===== src/rtl/mem_block_writer.sv =====
// mem_block_writer
// Accepts a block of n words on a valid/ready stream and writes them to
// consecutive memory addresses starting at startaddr. Each accepted word
// appears on the memory write port one cycle after its handshake. The
// address wraps modulo 2^ADDR_W.
//
// Optional feature: define WRITE_CHECKSUM_EN to add the `checksum` output.
// This output carries the modulo-2^DATA_W sum of the words accepted since
// the last start.
module mem_block_writer #(
  parameter int DATA_W = 16,
  parameter int ADDR_W = 16,
  parameter int CNT_W  = 8
) (
  input  logic              mclk,
  input  logic              reset,
  input  logic              start,
  input  logic [CNT_W-1:0]  n,
  input  logic [ADDR_W-1:0] startaddr,
  input  logic [DATA_W-1:0] in_data,
  input  logic              in_valid,
  output logic              in_ready,
  output logic [ADDR_W-1:0] mem_addr,
  output logic [DATA_W-1:0] mem_din,
  output logic              mem_we,
  output logic              busy,
  output logic              done,
`ifdef WRITE_CHECKSUM_EN
  output logic [DATA_W-1:0] checksum,
`endif
  output logic [CNT_W-1:0]  count
);

  typedef enum logic [1:0] {
    ST_IDLE  = 2'd0,
    ST_WRITE = 2'd1,
    ST_FLUSH = 2'd2,
    ST_DONE  = 2'd3
  } state_t;

  localparam logic [ADDR_W-1:0] ADDR_ONE  = {{(ADDR_W-1){1'b0}}, 1'b1};
  localparam logic [ADDR_W-1:0] ADDR_ZERO = {ADDR_W{1'b0}};
  localparam logic [CNT_W-1:0]  CNT_ONE   = {{(CNT_W-1){1'b0}}, 1'b1};
  localparam logic [CNT_W-1:0]  CNT_ZERO  = {CNT_W{1'b0}};
  localparam logic [DATA_W-1:0] DATA_ZERO = {DATA_W{1'b0}};

  // Registered state
  state_t              state_r;
  logic [CNT_W-1:0]    n_r;
  logic [ADDR_W-1:0]   addr_r;
  logic [CNT_W-1:0]    count_r;
  logic [ADDR_W-1:0]   mem_addr_r;
  logic [DATA_W-1:0]   mem_din_r;
  logic                mem_we_r;
  logic                in_ready_r;
  logic                busy_r;
  logic                done_r;

  // Next-state values
  state_t              state_s;
  logic [CNT_W-1:0]    n_s;
  logic [ADDR_W-1:0]   addr_s;
  logic [CNT_W-1:0]    count_s;
  logic [CNT_W-1:0]    count_inc_s;
  logic [ADDR_W-1:0]   mem_addr_s;
  logic [DATA_W-1:0]   mem_din_s;
  logic                mem_we_s;
  logic                in_ready_s;
  logic                busy_s;
  logic                done_s;
  logic                handshake_s;
  logic                start_acc_s;

  // Handshake and start-acceptance qualifiers shared by the FSM and checksum
  always_comb begin
    handshake_s = in_valid && in_ready_r;
    start_acc_s = start && ((state_r == ST_IDLE) || (state_r == ST_DONE));
  end

  // Next-state, datapath and registered-output decode
  always_comb begin
    state_s     = state_r;
    n_s         = n_r;
    addr_s      = addr_r;
    count_s     = count_r;
    count_inc_s = count_r + CNT_ONE;
    mem_addr_s  = mem_addr_r;
    mem_din_s   = mem_din_r;
    mem_we_s    = 1'b0;

    case (state_r)
      ST_IDLE, ST_DONE: begin
        if (start_acc_s) begin
          n_s     = n;
          addr_s  = startaddr;
          count_s = CNT_ZERO;
          if (n == CNT_ZERO) begin
            state_s = ST_DONE;
          end else begin
            state_s = ST_WRITE;
          end
        end else begin
          state_s = state_r;
        end
      end
      ST_WRITE: begin
        if (handshake_s) begin
          // Register the word for a write in the following cycle.
          mem_we_s   = 1'b1;
          mem_addr_s = addr_r;
          mem_din_s  = in_data;
          count_s    = count_inc_s;
          addr_s     = addr_r + ADDR_ONE;
          if (count_inc_s == n_r) begin
            state_s = ST_FLUSH;
          end else begin
            state_s = ST_WRITE;
          end
        end else begin
          state_s = ST_WRITE;
        end
      end
      ST_FLUSH: begin
        // The final write is on the port during this cycle.
        state_s = ST_DONE;
      end
      default: begin
        state_s = ST_IDLE;
      end
    endcase

    // Status outputs are decoded from the next state so they are
    // registered alongside it.
    busy_s     = (state_s == ST_WRITE) || (state_s == ST_FLUSH);
    done_s     = (state_s == ST_DONE);
    in_ready_s = (state_s == ST_WRITE) && (count_s < n_s);
  end

  // State and output registers with synchronous reset
  always_ff @(posedge mclk) begin
    if (reset) begin
      state_r    <= ST_IDLE;
      n_r        <= CNT_ZERO;
      addr_r     <= ADDR_ZERO;
      count_r    <= CNT_ZERO;
      mem_addr_r <= ADDR_ZERO;
      mem_din_r  <= DATA_ZERO;
      mem_we_r   <= 1'b0;
      in_ready_r <= 1'b0;
      busy_r     <= 1'b0;
      done_r     <= 1'b0;
    end else begin
      state_r    <= state_s;
      n_r        <= n_s;
      addr_r     <= addr_s;
      count_r    <= count_s;
      mem_addr_r <= mem_addr_s;
      mem_din_r  <= mem_din_s;
      mem_we_r   <= mem_we_s;
      in_ready_r <= in_ready_s;
      busy_r     <= busy_s;
      done_r     <= done_s;
    end
  end

  assign in_ready = in_ready_r;
  assign mem_addr = mem_addr_r;
  assign mem_din  = mem_din_r;
  assign mem_we   = mem_we_r;
  assign busy     = busy_r;
  assign done     = done_r;
  assign count    = count_r;

`ifdef WRITE_CHECKSUM_EN
  logic [DATA_W-1:0] cks_r;
  logic [DATA_W-1:0] cks_s;

  // Modulo-2^DATA_W accumulate of one accepted word
  function automatic logic [DATA_W-1:0] csum_add(input logic [DATA_W-1:0] acc,
                                                 input logic [DATA_W-1:0] word);
    return acc + word;
  endfunction

  // Checksum next value: clear on an accepted start, add on each handshake
  always_comb begin
    cks_s = cks_r;
    if (start_acc_s) begin
      cks_s = DATA_ZERO;
    end else if (handshake_s) begin
      cks_s = csum_add(cks_r, in_data);
    end else begin
      cks_s = cks_r;
    end
  end

  // Checksum register with synchronous reset
  always_ff @(posedge mclk) begin
    if (reset) begin
      cks_r <= DATA_ZERO;
    end else begin
      cks_r <= cks_s;
    end
  end

  assign checksum = cks_r;
`endif

endmodule


===== config.mk =====
export PLATFORM = sky130hd
export DESIGN_NAME = mem_block_writer
export DESIGN_NICKNAME = d
export VERILOG_FILES = /design/src/rtl/mem_block_writer.sv
export SDC_FILE = /design/constraint.sdc
export NUM_CORES = 1
export LEC_CHECK = 0
export CORE_ASPECT_RATIO = 0.5
export CORE_MARGIN = 2
export CORE_UTILIZATION = 49
export DETAILED_ROUTE_END_ITERATION = 8
export PLACE_DENSITY = 0.84
export SETUP_SLACK_MARGIN = 0.4
export SLEW_MARGIN = 40
export SYNTH_ARGS = -nofsm -noshare
export SYNTH_HDL_FRONTEND = slang
export SYNTH_SLANG_ARGS = --single-unit

===== constraint.sdc =====
create_clock -name mclk -period 3.1 [get_ports mclk]
set_input_delay 0.465 -clock mclk [delete_from_list [all_inputs] [get_ports mclk]]
set_output_delay 0.465 -clock mclk [all_outputs]
set_load 0.01 [all_outputs]

Yosys cells after proc, flatten, opt, wreduce, memory -nomap -nowiden
Index checks and enable logic that the tools add are counted.
Operators by class
  $add $sub $neg: 2
  magnitude comparators: 1
  equality and inequality tests: 9
  muxes and demuxes: 14
  bitwise gates (word level): 1
  reduce and logical (&&, ||, !) cells: 12
Operator list (number)
  16-bit two-way mux: 2
  8-bit two-way mux: 4
  16-bit case mux with 2 select lines: 1
  16-bit by 1-bit adder with 16-bit output, second input constant: 1
  8-bit case mux with 2 select lines: 1
  8-bit by 1-bit adder with 8-bit output, second input constant: 1
  2-bit == test, second input constant: 4
  8-bit == test: 1
  8-bit logical NOT: 1
  8-bit less-than comparator: 1
  2-bit two-way mux: 4
  2-bit case mux with 3 select lines: 1
  2-bit by 1-bit == test with 1-bit output, second input constant: 2
  2-bit != test, second input constant: 2
  2-bit OR reduction: 2
  1-bit logical AND: 3
  3-bit AND reduction: 1
  2-bit logical NOT: 1
  1-bit logical OR: 2
  2-bit AND reduction: 1
  2-bit nonzero test: 1
  1-bit two-way mux: 1
  1-bit inverter: 1
Storage, ports and cells
  register bits: 70
  input bits: 44
  output and inout port bits: 44
  logic and storage cells: 49

Logic depth before layout (Yosys ltp)
Gate-level depths: netlist of the first run.
  word-level depth: 7
  mapped depth: 13
  gate-level depth less buffers: 12

Worst setup path before layout of the first run
Ideal clock, no wire load.
  kind: register -> register
  from: reg state_r[0]
  to: reg in_ready_r (netlist: in_ready)
  setup time: 0.070 ns
  arrival time: 2.257 ns
  required time: 3.030 ns
  slack: 0.773 ns
  cell stages (with the launch flop): 13
  buffers on the path: 0
  clock period less this slack: 2.327 ns
  cell sequence: dfxtp_1 inv_1 ha_1 nor2b_1 a211o_1 o21ai_0 o21ai_0 ha_1 a21oi_1 nor2b_1 o21ai_0 nand4_1 a21oi_1
On the way
  cells in the longest elaborated chain, start to end: 7
  elaborated cells between the ends (all ways): 16
  classes of those cells: 1 x order compare; 4 x eq/ne; 6 x mux; 5 x reduce/logical
RTL lines
  start: declaration: RTL line 48  | state_t state_r;
  start signal: assignment: RTL line 153  | state_r <= state_s;
  2-bit == test or 2-bit logical NOT (tied branches): RTL line 77, 91
  1-bit logical OR: RTL line 77  | start_acc_s = start && ((state_r == ST_IDLE) || (state_r == ST_DONE));
  1-bit logical AND: RTL line 77
  8-bit two-way mux: RTL line 93  | if (start_acc_s) begin
  8-bit case mux with 2 select lines (*): RTL line 91  | case (state_r)
  named net count_s[5]: RTL line 63  | logic [CNT_W-1:0] count_s;
  8-bit less-than comparator (*): RTL line 136  | in_ready_s = (state_s == ST_WRITE) && (count_s < n_s);
  1-bit logical AND (*): RTL line 136
  end signal: assignment: RTL line 160  | in_ready_r <= in_ready_s;
  end: declaration: RTL line 55  | logic in_ready_r;
Mark *: on every way through the listed nets, which the timed path passes. The rest lies on a longest branch.
A chain may end at the register's enable or synchronous reset.

Final worst setup path of the first run
Same ends and word-level chain as after synthesis.

==> out/qor.txt, run 1 <==
Tot Pwr - 3.32 mW
Standard-cell row count - 21
Post-Syn Instances - 431
Finished Core Util - 0.693
Clock buffer count from CTS - 9
Synth top cells by count - 80 x sky130_fd_sc_hd__nand2_1, 70 x sky130_fd_sc_hd__dfxtp_1, 61 x sky130_fd_sc_hd__a21oi_1, 30 x sky130_fd_sc_hd__nor2_1, 21 x sky130_fd_sc_hd__o21ai_0
DRC violation total after the first TritonRoute iteration - 155
Xor-xnor portion of the synthesized cell area - 0.0307
Upper clock frequency limit - 0.393 GHz
Number of failing hold endpoints at the final stage - 0
Post-synthesis register bit count - 70
Data required time of the critical path - 3.38 ns
Number of antenna violations at the first check in global routing - 0
Mux contribution to synthesized area - 0.0351
Share of synthesized cell area in and, or, nand and nor gates - 0.237
Die Outline Area - 0.00771 mm^2
Cell taking the most area after synthesis - sky130_fd_sc_hd__dfxtp_1
Vias in the first global route - 3063
Status - complete, no violations
Via/cell ratio - 5.46
Insertion delay of the later-clocked pin in the worst-skew pair - 0.34 ns
CTS HTree Levels - 3
Number of placed instances with taps included - 591
Max cap viols - 0
Average cell area after synthesis - 7.94 um^2
Most numerous cell on the critical path - sky130_fd_sc_hd__o21ai_0
Yosys Warn Count - 0
Routability congestion estimate - 0.855
Starting Density - 0.509
Unrepaired setup endpoints after global routing - true
Count of port buffers added during placement - 87
Share of synthesized registers carrying an async set or reset - 0
Arr. time, crit path - 2.82 ns
Detailed-route DRC error count - 0
Max Root-Sink Buffers - 2
Total global routing track utilization - 0.231
Internal reg-to-reg setup slack - 0.55 ns
Number of flops mapped to enable cells by yosys - 0
Adder-Cell Fraction of Synth Area - 0.0475
Sequential-to-total area share from yosys stat - 0.409
Top_reg_cell synth - sky130_fd_sc_hd__dfxtp_1
Sum of negative setup slack - 0 ns
Share of the synthesized area in the top cell type - 0.409
Setup violation total in the final timing report - 0
Via count - 3316
Final Routed Wirelength - 8.57 mm
Category of the worst setup path launch point - flip-flop
Most frequently used cell type in the post-synthesis netlist - sky130_fd_sc_hd__nand2_1
Chip Height - 63.1 um
Kind of path behind the tightest hold check - flip-flop to flip-flop
Router iterations before antenna repair - 4
Final Cycle Share - 0.821
Layout cell share with drive strength beyond 1 - 0.0602
Classification of the worst setup path - flip-flop to flip-flop
Endpoint kind of the worst setup timing path - flip-flop
Critical-path cell list - inv_1 > ha_1 > nor2b_1 > a211o_2 > buf_4 > o21ai_0 > o21ai_0 > ha_1 > nor2b_1 > o21ai_0 > nand4_1 > a21oi_1
TritonCTS Sinks - 70
Register clock-pin slew on the reported worst setup and hold paths - 0.06 ns
CTS Root Buffer Type - sky130_fd_sc_hd__clkbuf_16
Clock tree from TritonCTS - built
Final critical-path required period - 2.55 ns
Horizontal die dimension - 122 um
Total of fill cells in the finished design - 567
Worst supply voltage drop on vdd - 374 uV
Final setup skew - 0.00525 ns
Post-synthesis cell area - 0.00342 mm^2
Cell area power density - 713 mW/mm^2
Number of distinct library cells after synthesis - 48
Slew HR - 0.502
Largest stage delay on the critical path - 0.35 ns
Net count of the mapped netlist - 488
Synth-to-Final Area Change - 36.1%
Number of nets in the final layout - 568
Number of primary I/O pins - 88
Largest net degree at the start of global routing - 42
P_leak - 1.72 nW
Non-filler cells, final - 607
Total gr overflow - 0
Final Max Tran Viols - 0
Per-cell routed wire length - 14.1 um
Worst setup slack after layout - 0.554 ns
Slew at the pin closest to its max-slew limit - 0.747 ns
Top area cells in the synthesized netlist - sky130_fd_sc_hd__dfxtp_1 41%, sky130_fd_sc_hd__a21oi_1 8.9%, sky130_fd_sc_hd__nand2_1 8.8%, sky130_fd_sc_hd__ha_1 4.8%, sky130_fd_sc_hd__mux2i_1 3.5%
Place WS - 0.245 ns
Hold_buf cts - 0
Library cell contributing the largest single delay on the critical path - sky130_fd_sc_hd__ha_1
Number of antenna cells inserted - 0
Highest net fanout along the worst path - 6
Area of the core - 0.00673 mm^2
Main combinational cell family by area after synthesis - simple AND/OR/NAND/NOR gates
Post-synthesis compound-gate area fraction - 0.200
HPWL after detailed placement - 5.93 mm
First-pass GRT wire length - 14.0 mm
Post-route ant nets - 0
==> path summary, 6_finish.rpt <==
kind / start / end / cells after the start
worst min register to register: mem_addr[0]$_SDFFE_PP0P_ / mem_addr[0]$_SDFFE_PP0P_ / 2
worst max-delay path: state_r[0]$_SDFF_PP0_ / in_ready$_SDFF_PP0_ / 12
worst min-delay path: mem_addr[0]$_SDFFE_PP0P_ / mem_addr[0]$_SDFFE_PP0P_ / 2
worst max register to register: state_r[0]$_SDFF_PP0_ / in_ready$_SDFF_PP0_ / 12
==> stage by stage <==
step                hold WS (ns)  cell area (um^2)
floorplan                  0.440              3420
global placement           0.442              4350
detailed placement         0.446              4350
CTS                        0.453              4650
global route               0.473              4660
finish                     0.450              4660
==> worst max-delay path: cells and delay by family (launching register included) <==
family	cells	cell delay, ns
compound gates	5	0.84
buf+inv	2	0.22
simple gates	3	0.44
fa+ha+maj	2	0.65
flops	1	0.33
==> layout by cell type (no fill, tap or decap), types with 7 or more instances in the layout <==
| cell | n |
|---|---|
| sky130_fd_sc_hd__a21oi_1 | 61 |
| sky130_fd_sc_hd__and3_1 | 7 |
| sky130_fd_sc_hd__buf_4 | 8 |
| sky130_fd_sc_hd__clkbuf_16 | 9 |
| sky130_fd_sc_hd__clkdlybuf4s50_1 | 86 |
| sky130_fd_sc_hd__dfxtp_1 | 70 |
| sky130_fd_sc_hd__ha_1 | 12 |
| sky130_fd_sc_hd__inv_1 | 7 |
| sky130_fd_sc_hd__mux2i_1 | 12 |
| sky130_fd_sc_hd__nand2_1 | 80 |
| sky130_fd_sc_hd__nand3_1 | 12 |
| sky130_fd_sc_hd__nor2_1 | 29 |
| sky130_fd_sc_hd__nor2b_1 | 16 |
| sky130_fd_sc_hd__nor3_1 | 8 |
| sky130_fd_sc_hd__o21ai_0 | 21 |
| sky130_fd_sc_hd__xnor2_1 | 8 |
==> power by group <==
part / internal (mW) / switching, mW / total, mW
registers: 1.05 / 0.145 / 1.20
logic: 0.479 / 0.624 / 1.10
clock network: 0.640 / 0.382 / 1.02
total: 2.17 / 1.15 / 3.32
==> registers in the layout (all words and copies together) (netlist names), 2 cells and up <==
| name | count |
|---|---|
| state_r | 2 |
| addr_r | 16 |
| mem_addr | 16 |
| mem_din | 16 |
| count | 8 |
| n_r | 8 |
==> logic make-up after synthesis <==
family	count (synthesis)
AND/OR/NAND/NOR	174
AO/OA/AOI/OAI	117
flip-flops	70
buffers and inverters	33
adder cells (fa/ha/maj)	13
XOR/XNOR	12
multiplexers	12
==> final cells by class <==
| class | instances | area (um^2) | share of cell area |
|---|---|---|---|
| sequential | 70 | 1400 | 0.301 |
| multi-input combinational | 328 | 1890 | 0.406 |
| clock buffer | 10 | 239 | 0.0513 |
| inverter | 7 | 26.3 | 0.00564 |
| tap | 92 | 115 | 0.0247 |
| timing repair buffer | 95 | 926 | 0.199 |
| clock inverter | 5 | 60.1 | 0.0129 |
==> per-layer routing <==
metal,track usage,up-vias,share of wire,wire [um]
li1,-,1672,-,-
met1,0.280,1525,0.44,3780
met2,0.380,102,0.47,4000
met3,0.0688,17,0.072,617
met4,0.102,0,0.020,175
met5,0,-,0,0
==> what timing repair did <==
item	in CTS	in global routing
hold endpoints to repair	0	0
gates resized for setup	0	2
setup buffers	0	1
endpoints found under the setup margin	0	3
No activity file was read; power rests on OpenSTA's default activity.
==> inputs of run 2 (changes only) <==
Settings changed: CORE_UTILIZATION 49 to 44, PLACE_DENSITY 0.84 to 0.8.
Clock period 3.1 ns to 2.04 ns, I/O delays scaled along.
==> run 2 against run 1 <==
Effect of this change: the flow now finishes with violations (setup timing); final cell count up 8.9%; critical endpoint unchanged; first-iteration DRC count up 41%; clock skew up 0.0014 ns; flip-flop and latch count unchanged; largest cell class unchanged; die area up 11%; highest routed layer unchanged; largest power group is now combinational cells; design area up 21%; combinational power rose to 2.8 times the previous value; via count up 10%; total power up 95%; sequential share of layout area down 4.8 points.
==> out/qor.txt, run 2 (synthesis results as in run 1) <==
Die Outline Area - 0.00854 mm^2 (+11%)
Via/cell ratio - 5.53 (+1.3%)
Vias in the first global route - 3483 (+14%)
Total global routing track utilization - 0.246 (+0.0146)
Starting Density - 0.461 (-0.0483)
Number of nets in the final layout - 617 (+8.6%)
Final Max Tran Viols - 0 (unchanged)
Max Root-Sink Buffers - 2 (unchanged)
First-pass GRT wire length - 16.3 mm (+16%)
CTS HTree Levels - 3 (unchanged)
Detailed-route DRC error count - 0 (unchanged)
Per-cell routed wire length - 15.7 um (+11%)
Most numerous cell on the critical path - sky130_fd_sc_hd__o21ai_1
Worst setup slack after layout - -0.0665 ns (-0.620 ns)
Post-route ant nets - 0 (unchanged)
Final Cycle Share - 1.03 (+0.211)
Clock buffer count from CTS - 9 (unchanged)
HPWL after detailed placement - 6.37 mm (+7.5%)
Area taken by flip-flops and latches - 0.00142 mm^2 (+1.4%)
Category of the worst setup path launch point - flip-flop
Total area of multi-input combinational cells - 0.00227 mm^2 (+20%)
Routability congestion estimate - 0.909 (+6.2%)
Arr. time, crit path - 2.38 ns (-0.44 ns)
Max cap viols - 0 (unchanged)
Classification of the worst setup path - flip-flop to flip-flop
Synth-to-Final Area Change - 64.3%
Total of fill cells in the finished design - 526 (-7.2%)
Tot Pwr - 6.48 mW (+95%)
Data required time of the critical path - 2.31 ns (-1.07 ns)
Kind of path behind the tightest hold check - input port to flip-flop
Sum of negative setup slack - -0.0665 ns (-0.0665 ns)
Number of failing hold endpoints at the final stage - 0 (unchanged)
Number of antenna violations at the first check in global routing - 0 (unchanged)
Setup violation total in the final timing report - 1 (+1)
Area of the core - 0.00743 mm^2 (+10%)
Largest net degree at the start of global routing - 34 (-19%)
Total gr overflow - 0 (unchanged)
Via count - 3657 (+10%)
Number of antenna cells inserted - 0 (unchanged)
Highest net fanout along the worst path - 8 (+2)
Final critical-path required period - 2.11 ns (-0.440 ns)
Register clock-pin slew on the reported worst setup and hold paths - 0.06 ns (about the same)
Most frequent standard cell in the layout excluding fill and tap cells - sky130_fd_sc_hd__clkdlybuf4s50_1
Place WS - -0.366 ns (-0.610 ns)
Hold_buf cts - 0 (unchanged)
Upper clock frequency limit - 0.475 GHz (+21%)
TritonCTS Sinks - 70 (unchanged)
Largest stage delay on the critical path - 0.33 ns (-0.02 ns)
Violated checks - setup timing
Chip Height - 66.4 um (+5.2%)
Count of port buffers added during placement - 87 (unchanged)
Unrepaired setup endpoints after global routing - true
Library cell contributing the largest single delay on the critical path - sky130_fd_sc_hd__dfxtp_2
Slew HR - 0.702 (+0.200)
Slew at the pin closest to its max-slew limit - 0.447 ns (-0.300 ns)
Layout cell share with drive strength beyond 1 - 0.260 (+0.200)
Router iterations before antenna repair - 5 (+1)
Insertion delay of the later-clocked pin in the worst-skew pair - 0.34 ns (about the same)
Status - finished with violations
Final setup skew - 0.00664 ns (+0.00139 ns)
Horizontal die dimension - 129 um (+5.3%)
Endpoint kind of the worst setup timing path - flip-flop
Worst supply voltage drop on vdd - 697 uV (+86%)
DRC violation total after the first TritonRoute iteration - 218 (+41%)
Cell area power density - 1150 mW/mm^2 (+62%)
Final Routed Wirelength - 10.4 mm (+21%)
P_leak - 2.17 nW (+27%)
Highest-count cells in the layout ignoring fill and taps - 79 x sky130_fd_sc_hd__clkdlybuf4s50_1, 78 x sky130_fd_sc_hd__nand2_1, 62 x sky130_fd_sc_hd__dfxtp_1
Standard-cell row count - 22 (+4.8%)
CTS Root Buffer Type - sky130_fd_sc_hd__clkbuf_16
Final Hold Slack - 0.316 ns (-0.134 ns)
Critical-path cell list - inv_2 > ha_4 > nor2b_4 > a211o_4 > o21ai_1 > o21ai_1 > ha_1 > a21oi_2 > nor2b_1 > o21ai_1 > nand4_1 > a21oi_1
Number of primary I/O pins - 88 (unchanged)
Internal reg-to-reg setup slack - -0.07 ns (-0.62 ns)
Clock tree from TritonCTS - built
run 2: changes by cell type in the layout (fill, tap and decap cells not counted), moves of 8 or more:
cell	before	now
sky130_fd_sc_hd__o21ai_0	21	4
sky130_fd_sc_hd__dfxtp_1	70	62
sky130_fd_sc_hd__buf_6	0	14
sky130_fd_sc_hd__buf_4	8	32
sky130_fd_sc_hd__o21ai_1	2	12
run 2: cell type report:
type	count	area share
Clock inverter	7	0.0129
Tap cell	96	0.0214
Multi-Input combinational cell	328	0.404
Sequential cell	70	0.253
Timing Repair Buffer	144	0.264
Clock buffer	9	0.0400
Inverter	7	0.00467
run 2: worst paths after layout:
kind                                           endpoint                     from  cells after the start
worst min register to register  mem_din[4]$_SDFFE_PP0P_  mem_din[4]$_SDFFE_PP0P_                      2
worst max register to register      in_ready$_SDFF_PP0_    state_r[0]$_SDFF_PP0_                     12
worst max-delay path                in_ready$_SDFF_PP0_    state_r[0]$_SDFF_PP0_                     12
worst min-delay path            addr_r[12]$_SDFFE_PP0P_                    reset                      2
run 2: critical path: cells and delay by family (launching register included):
family	cells	cell delay (ns)
and+or+nand+nor	3	0.26
adders and majority gates	2	0.52
buffers and inverters	1	0.05
AOI/OAI and AO/OA	6	0.88
DFF	1	0.33
run 2: per-layer routing:
metal / global-route usage / wire, um / up-vias
met2: 0.435 / 4960 / 130
met5: 0 / 0 / -
met1: 0.280 / 4520 / 1724
met4: 0.109 / 254 / 0
li1: - / - / 1780
met3: 0.0704 / 616 / 23
run 2: report_power, final:
part           switching (mW)  internal [mW]
clock network           0.620          0.950
logic                    1.47           1.60
registers               0.243           1.59
run 2: per-stage QoR:
| step | instance area [um^2] | cells | utilization |
|---|---|---|---|
| floorplan | 3520 | 431 | - |
| global placement | 4700 | 625 | 0.633 |
| detailed placement | 4700 | 625 | 0.633 |
| CTS | 5360 | 652 | 0.721 |
| global route | 5620 | 661 | 0.757 |
| finish | 5620 | 661 | 0.757 |
run 2: timing repair:
| item | in CTS | in global routing |
|---|---|---|
| endpoints found under the setup margin | 25 | 28 |
| cloned | 1 | 1 |
| pin swaps | 16 | 17 |
| resized for setup | 74 | 40 |
| buffers inserted | 10 | 8 |
==> inputs of run 3 (changes only) <==
Settings changed: ABC_AREA from default to 1, CORE_UTILIZATION 44 to 45, PLACE_DENSITY 0.8 to 0.81.
==> run 3 against run 2 <==
Effect of this change: fmax grew 2.2%; the flow still finishes with violations (setup timing); synthesized area grew 2.5%; first-iteration DRC count grew 17%; largest power group is now clock; design area shrank 3.3%.
==> out/qor.txt, run 3 <==
Slew at the pin closest to its max-slew limit - 0.355 ns (-0.0917 ns)
Final Max Tran Viols - 0 (unchanged)
Synth top cells by count - 99 x sky130_fd_sc_hd__nand2_1, 91 x sky130_fd_sc_hd__nor2_1, 70 x sky130_fd_sc_hd__dfxtp_1, 52 x sky130_fd_sc_hd__o21ai_0, 47 x sky130_fd_sc_hd__inv_1
Yosys Warn Count - 0 (unchanged)
Total gr overflow - 0 (unchanged)
Register clock-pin slew on the reported worst setup and hold paths - 0.06 ns (about the same)
TritonCTS Sinks - 70 (unchanged)
Largest net degree at the start of global routing - 39 (+15%)
Area of all placed cells without fillers - 0.00544 mm^2 (-3.3%)
Sum of negative setup slack - -0.0204 ns (+0.0461 ns)
Insertion delay of the later-clocked pin in the worst-skew pair - 0.34 ns (about the same)
Router iterations before antenna repair - 5 (unchanged)
Standard-cell row count - 22 (unchanged)
Post-route ant nets - 0 (unchanged)
Top area cells in the synthesized netlist - sky130_fd_sc_hd__dfxtp_1 40%, sky130_fd_sc_hd__nand2_1 11%, sky130_fd_sc_hd__nor2_1 9.7%, sky130_fd_sc_hd__o21ai_0 7.4%, sky130_fd_sc_hd__nand3_1 5.4%
Via count - 3887 (+6.3%)
Finished Core Util - 0.732 (-0.0247)
Post-Syn Instances - 515 (+19%)
Post-synthesis cell area - 0.00351 mm^2 (+2.5%)
Average cell area after synthesis - 6.81 um^2 (-14%)
Cell area power density - 718 mW/mm^2 (-38%)
Number of distinct library cells after synthesis - 35 (-27%)
Number of nets in the final layout - 692 (+12%)
Final critical-path required period - 2.06 ns (-0.0461 ns)
Chip Height - 66.4 um (+0.11%)
Kind of path behind the tightest hold check - flip-flop to flip-flop
Violated checks - setup timing
Die Outline Area - 0.00856 mm^2 (+0.23%)
Max cap viols - 0 (unchanged)
Worst supply voltage drop on vdd - 454 uV (-35%)
Layout cell share with drive strength beyond 1 - 0.223 (-0.0367)
Most frequently used cell type in the post-synthesis netlist - sky130_fd_sc_hd__nand2_1
Setup violation total in the final timing report - 1 (unchanged)
Hold_buf cts - 0 (unchanged)
Slew HR - 0.763 (+0.0611)
P_leak - 2.33 nW (+7.1%)
Non-filler cells, final - 736 (+11%)
Hold Startpoint - mem_addr[0]$_SDFFE_PP0P_
Unrepaired setup endpoints after global routing - true
Number of flops mapped to enable cells by yosys - 0 (unchanged)
Clock tree from TritonCTS - built
Arr. time, crit path - 2.29 ns (-0.09 ns)
Classification of the worst setup path - flip-flop to flip-flop
CTS Root Buffer Type - sky130_fd_sc_hd__clkbuf_16
Category of the worst setup path launch point - flip-flop
Final Hold Slack - 0.493 ns (+0.177 ns)
Synth-to-Final Area Change - 55.0%
Area taken by flip-flops and latches - 0.00142 mm^2 (about the same)
Sequential-to-total area share from yosys stat - 0.399 (-0.0101)
Number of antenna violations at the first check in global routing - 0 (unchanged)
First-pass GRT wire length - 16.3 mm (about the same)
HPWL after detailed placement - 6.91 mm (+8.4%)
Total area of multi-input combinational cells - 0.00214 mm^2 (-5.8%)
Share of the synthesized area in the top cell type - 0.399 (-0.0101)
Net count of the mapped netlist - 572 (+17%)
Final Cycle Share - 1.01 (-0.0226)
Status - finished with violations
Beginning of the critical path - count[3]$_SDFF_PP0_
DRC violation total after the first TritonRoute iteration - 256 (+17%)
Placement-stage cell area - 0.00465 mm^2 (-1.1%)
Most numerous cell on the critical path - sky130_fd_sc_hd__nand2_2
CTS HTree Levels - 3 (unchanged)
Place WS - -0.0898 ns (+0.276 ns)
Post-synthesis register bit count - 70 (unchanged)
Starting Density - 0.472 (+0.0116)
Number of antenna cells inserted - 0 (unchanged)
Max Root-Sink Buffers - 2 (unchanged)
Via/cell ratio - 5.28 (-4.5%)
Vias in the first global route - 3521 (+1.1%)
Critical-path cell list - nand2_1 > nor2_4 > nand2_2 > nand2_2 > nand3_1 > nand2_1 > nor2_4 > nand4_1 > nand2_2 > buf_4 > buf_6 > buf_6 > ha_4 > inv_2 > nor2_1
Total of fill cells in the finished design - 553 (+5.1%)
Endpoint kind of the worst setup timing path - flip-flop
Routability congestion estimate - 0.968 (+6.5%)
Tot Pwr - 3.91 mW (-40%)
Final Routed Wirelength - 11.0 mm (+6.4%)
Share of synthesized registers carrying an async set or reset - 0 (unchanged)
Cell taking the most area after synthesis - sky130_fd_sc_hd__dfxtp_1
Highest net fanout along the worst path - 7 (-1)
Library cell contributing the largest single delay on the critical path - sky130_fd_sc_hd__dfxtp_2
Number of placed instances with taps included - 703 (+12%)
Data required time of the critical path - 2.27 ns (-0.04 ns)
Largest stage delay on the critical path - 0.41 ns (+0.08 ns)
Per-cell routed wire length - 15.0 um (-4.4%)
Detailed-route DRC error count - 0 (unchanged)
Top_reg_cell synth - sky130_fd_sc_hd__dfxtp_1
Horizontal die dimension - 129 um (+0.12%)
Final setup skew - 0.00524 ns (-0.00140 ns)
Number of failing hold endpoints at the final stage - 0 (unchanged)
Worst setup slack after layout - -0.0204 ns (+0.0461 ns)
Count of port buffers added during placement - 87 (unchanged)
Launch point of the worst reg-to-reg path - count[3]$_SDFF_PP0_
Most frequent standard cell in the layout excluding fill and tap cells - sky130_fd_sc_hd__nand2_1
Highest-count cells in the layout ignoring fill and taps - 84 x sky130_fd_sc_hd__nand2_1, 82 x sky130_fd_sc_hd__clkdlybuf4s50_1, 81 x sky130_fd_sc_hd__nor2_1
Total global routing track utilization - 0.245 (-0.000875)
Clock buffer count from CTS - 9 (unchanged)
Number of primary I/O pins - 88 (unchanged)
Area of the core - 0.00743 mm^2 (unchanged)
Upper clock frequency limit - 0.485 GHz (+2.2%)
==> run 3: cell count changes after synthesis, moves of 6 or more <==
| cell | before | now |
|---|---|---|
| sky130_fd_sc_hd__clkbuf_1 | 18 | 12 |
| sky130_fd_sc_hd__nor2b_1 | 16 | 0 |
| sky130_fd_sc_hd__nand2_2 | 0 | 6 |
| sky130_fd_sc_hd__nor2_1 | 30 | 91 |
| sky130_fd_sc_hd__mux2i_1 | 12 | 0 |
| sky130_fd_sc_hd__a21oi_1 | 61 | 30 |
| sky130_fd_sc_hd__nand2_1 | 80 | 99 |
| sky130_fd_sc_hd__nand3_1 | 12 | 38 |
| sky130_fd_sc_hd__nor3_1 | 8 | 2 |
| sky130_fd_sc_hd__inv_1 | 7 | 47 |
| sky130_fd_sc_hd__o21ai_0 | 21 | 52 |
| sky130_fd_sc_hd__and3_1 | 7 | 0 |
==> run 3: where the power goes <==
group	switching, mW	leakage [nW]	total, mW	internal (mW)
Clock	0.631	0.144	1.59	0.956
Combinational	0.410	1.61	0.790	0.380
Sequential	0.0769	0.577	1.53	1.45
==> run 3: layout make-up <==
class | count | share of cell area
sequential | 70 | 0.261
inverter | 50 | 0.0368
multi-input combinational | 375 | 0.394
clock inverter | 6 | 0.0129
clock buffer | 10 | 0.0421
tap | 96 | 0.0221
timing repair buffer | 129 | 0.231
==> run 3: repair_timing <==
item                                    in CTS  in global routing
pin swaps                                   18                  8
endpoints found under the setup margin      51                 51
resized for setup                           40                 62
buffers inserted                            11                  5
cloned                                       0                  1
==> run 3: cells by family after synthesis <==
| family | share of synthesized area |
|---|---|
| flip-flops | 0.399 |
| XOR/XNOR | 0.00749 |
| buffers and inverters | 0.0781 |
| AO/OA/AOI/OAI | 0.160 |
| adder cells (fa/ha/maj) | 0.0463 |
| AND/OR/NAND/NOR | 0.309 |
==> run 3: worst max-delay path, delay by kind of cell, from the launching register on <==
kind                     cells  cell delay, ns
adder cells (fa/ha/maj)      1            0.15
buffers and inverters        4            0.41
AND/OR/NAND/NOR             10            0.97
flip-flops                   1            0.41
==> run 3: path summary, 6_finish.rpt <==
| kind | end | slack (ns) | cells past startpoint |
|---|---|---|---|
| max | done$_SDFF_PP0_ | -0.02 | 15 |
| min | mem_addr[0]$_SDFFE_PP0P_ | 0.49 | 2 |
| max reg2reg | done$_SDFF_PP0_ | -0.02 | 15 |
| min reg2reg | mem_addr[0]$_SDFFE_PP0P_ | 0.49 | 2 |
==> run 3: routing by layer <==
layer | track usage | vias up | wire, um
met3 | 0.0591 | 30 | 704
li1 | - | 1922 | -
met1 | 0.292 | 1792 | 4580
met5 | 0 | - | 0
met2 | 0.434 | 143 | 5480
met4 | 0.0883 | 0 | 255
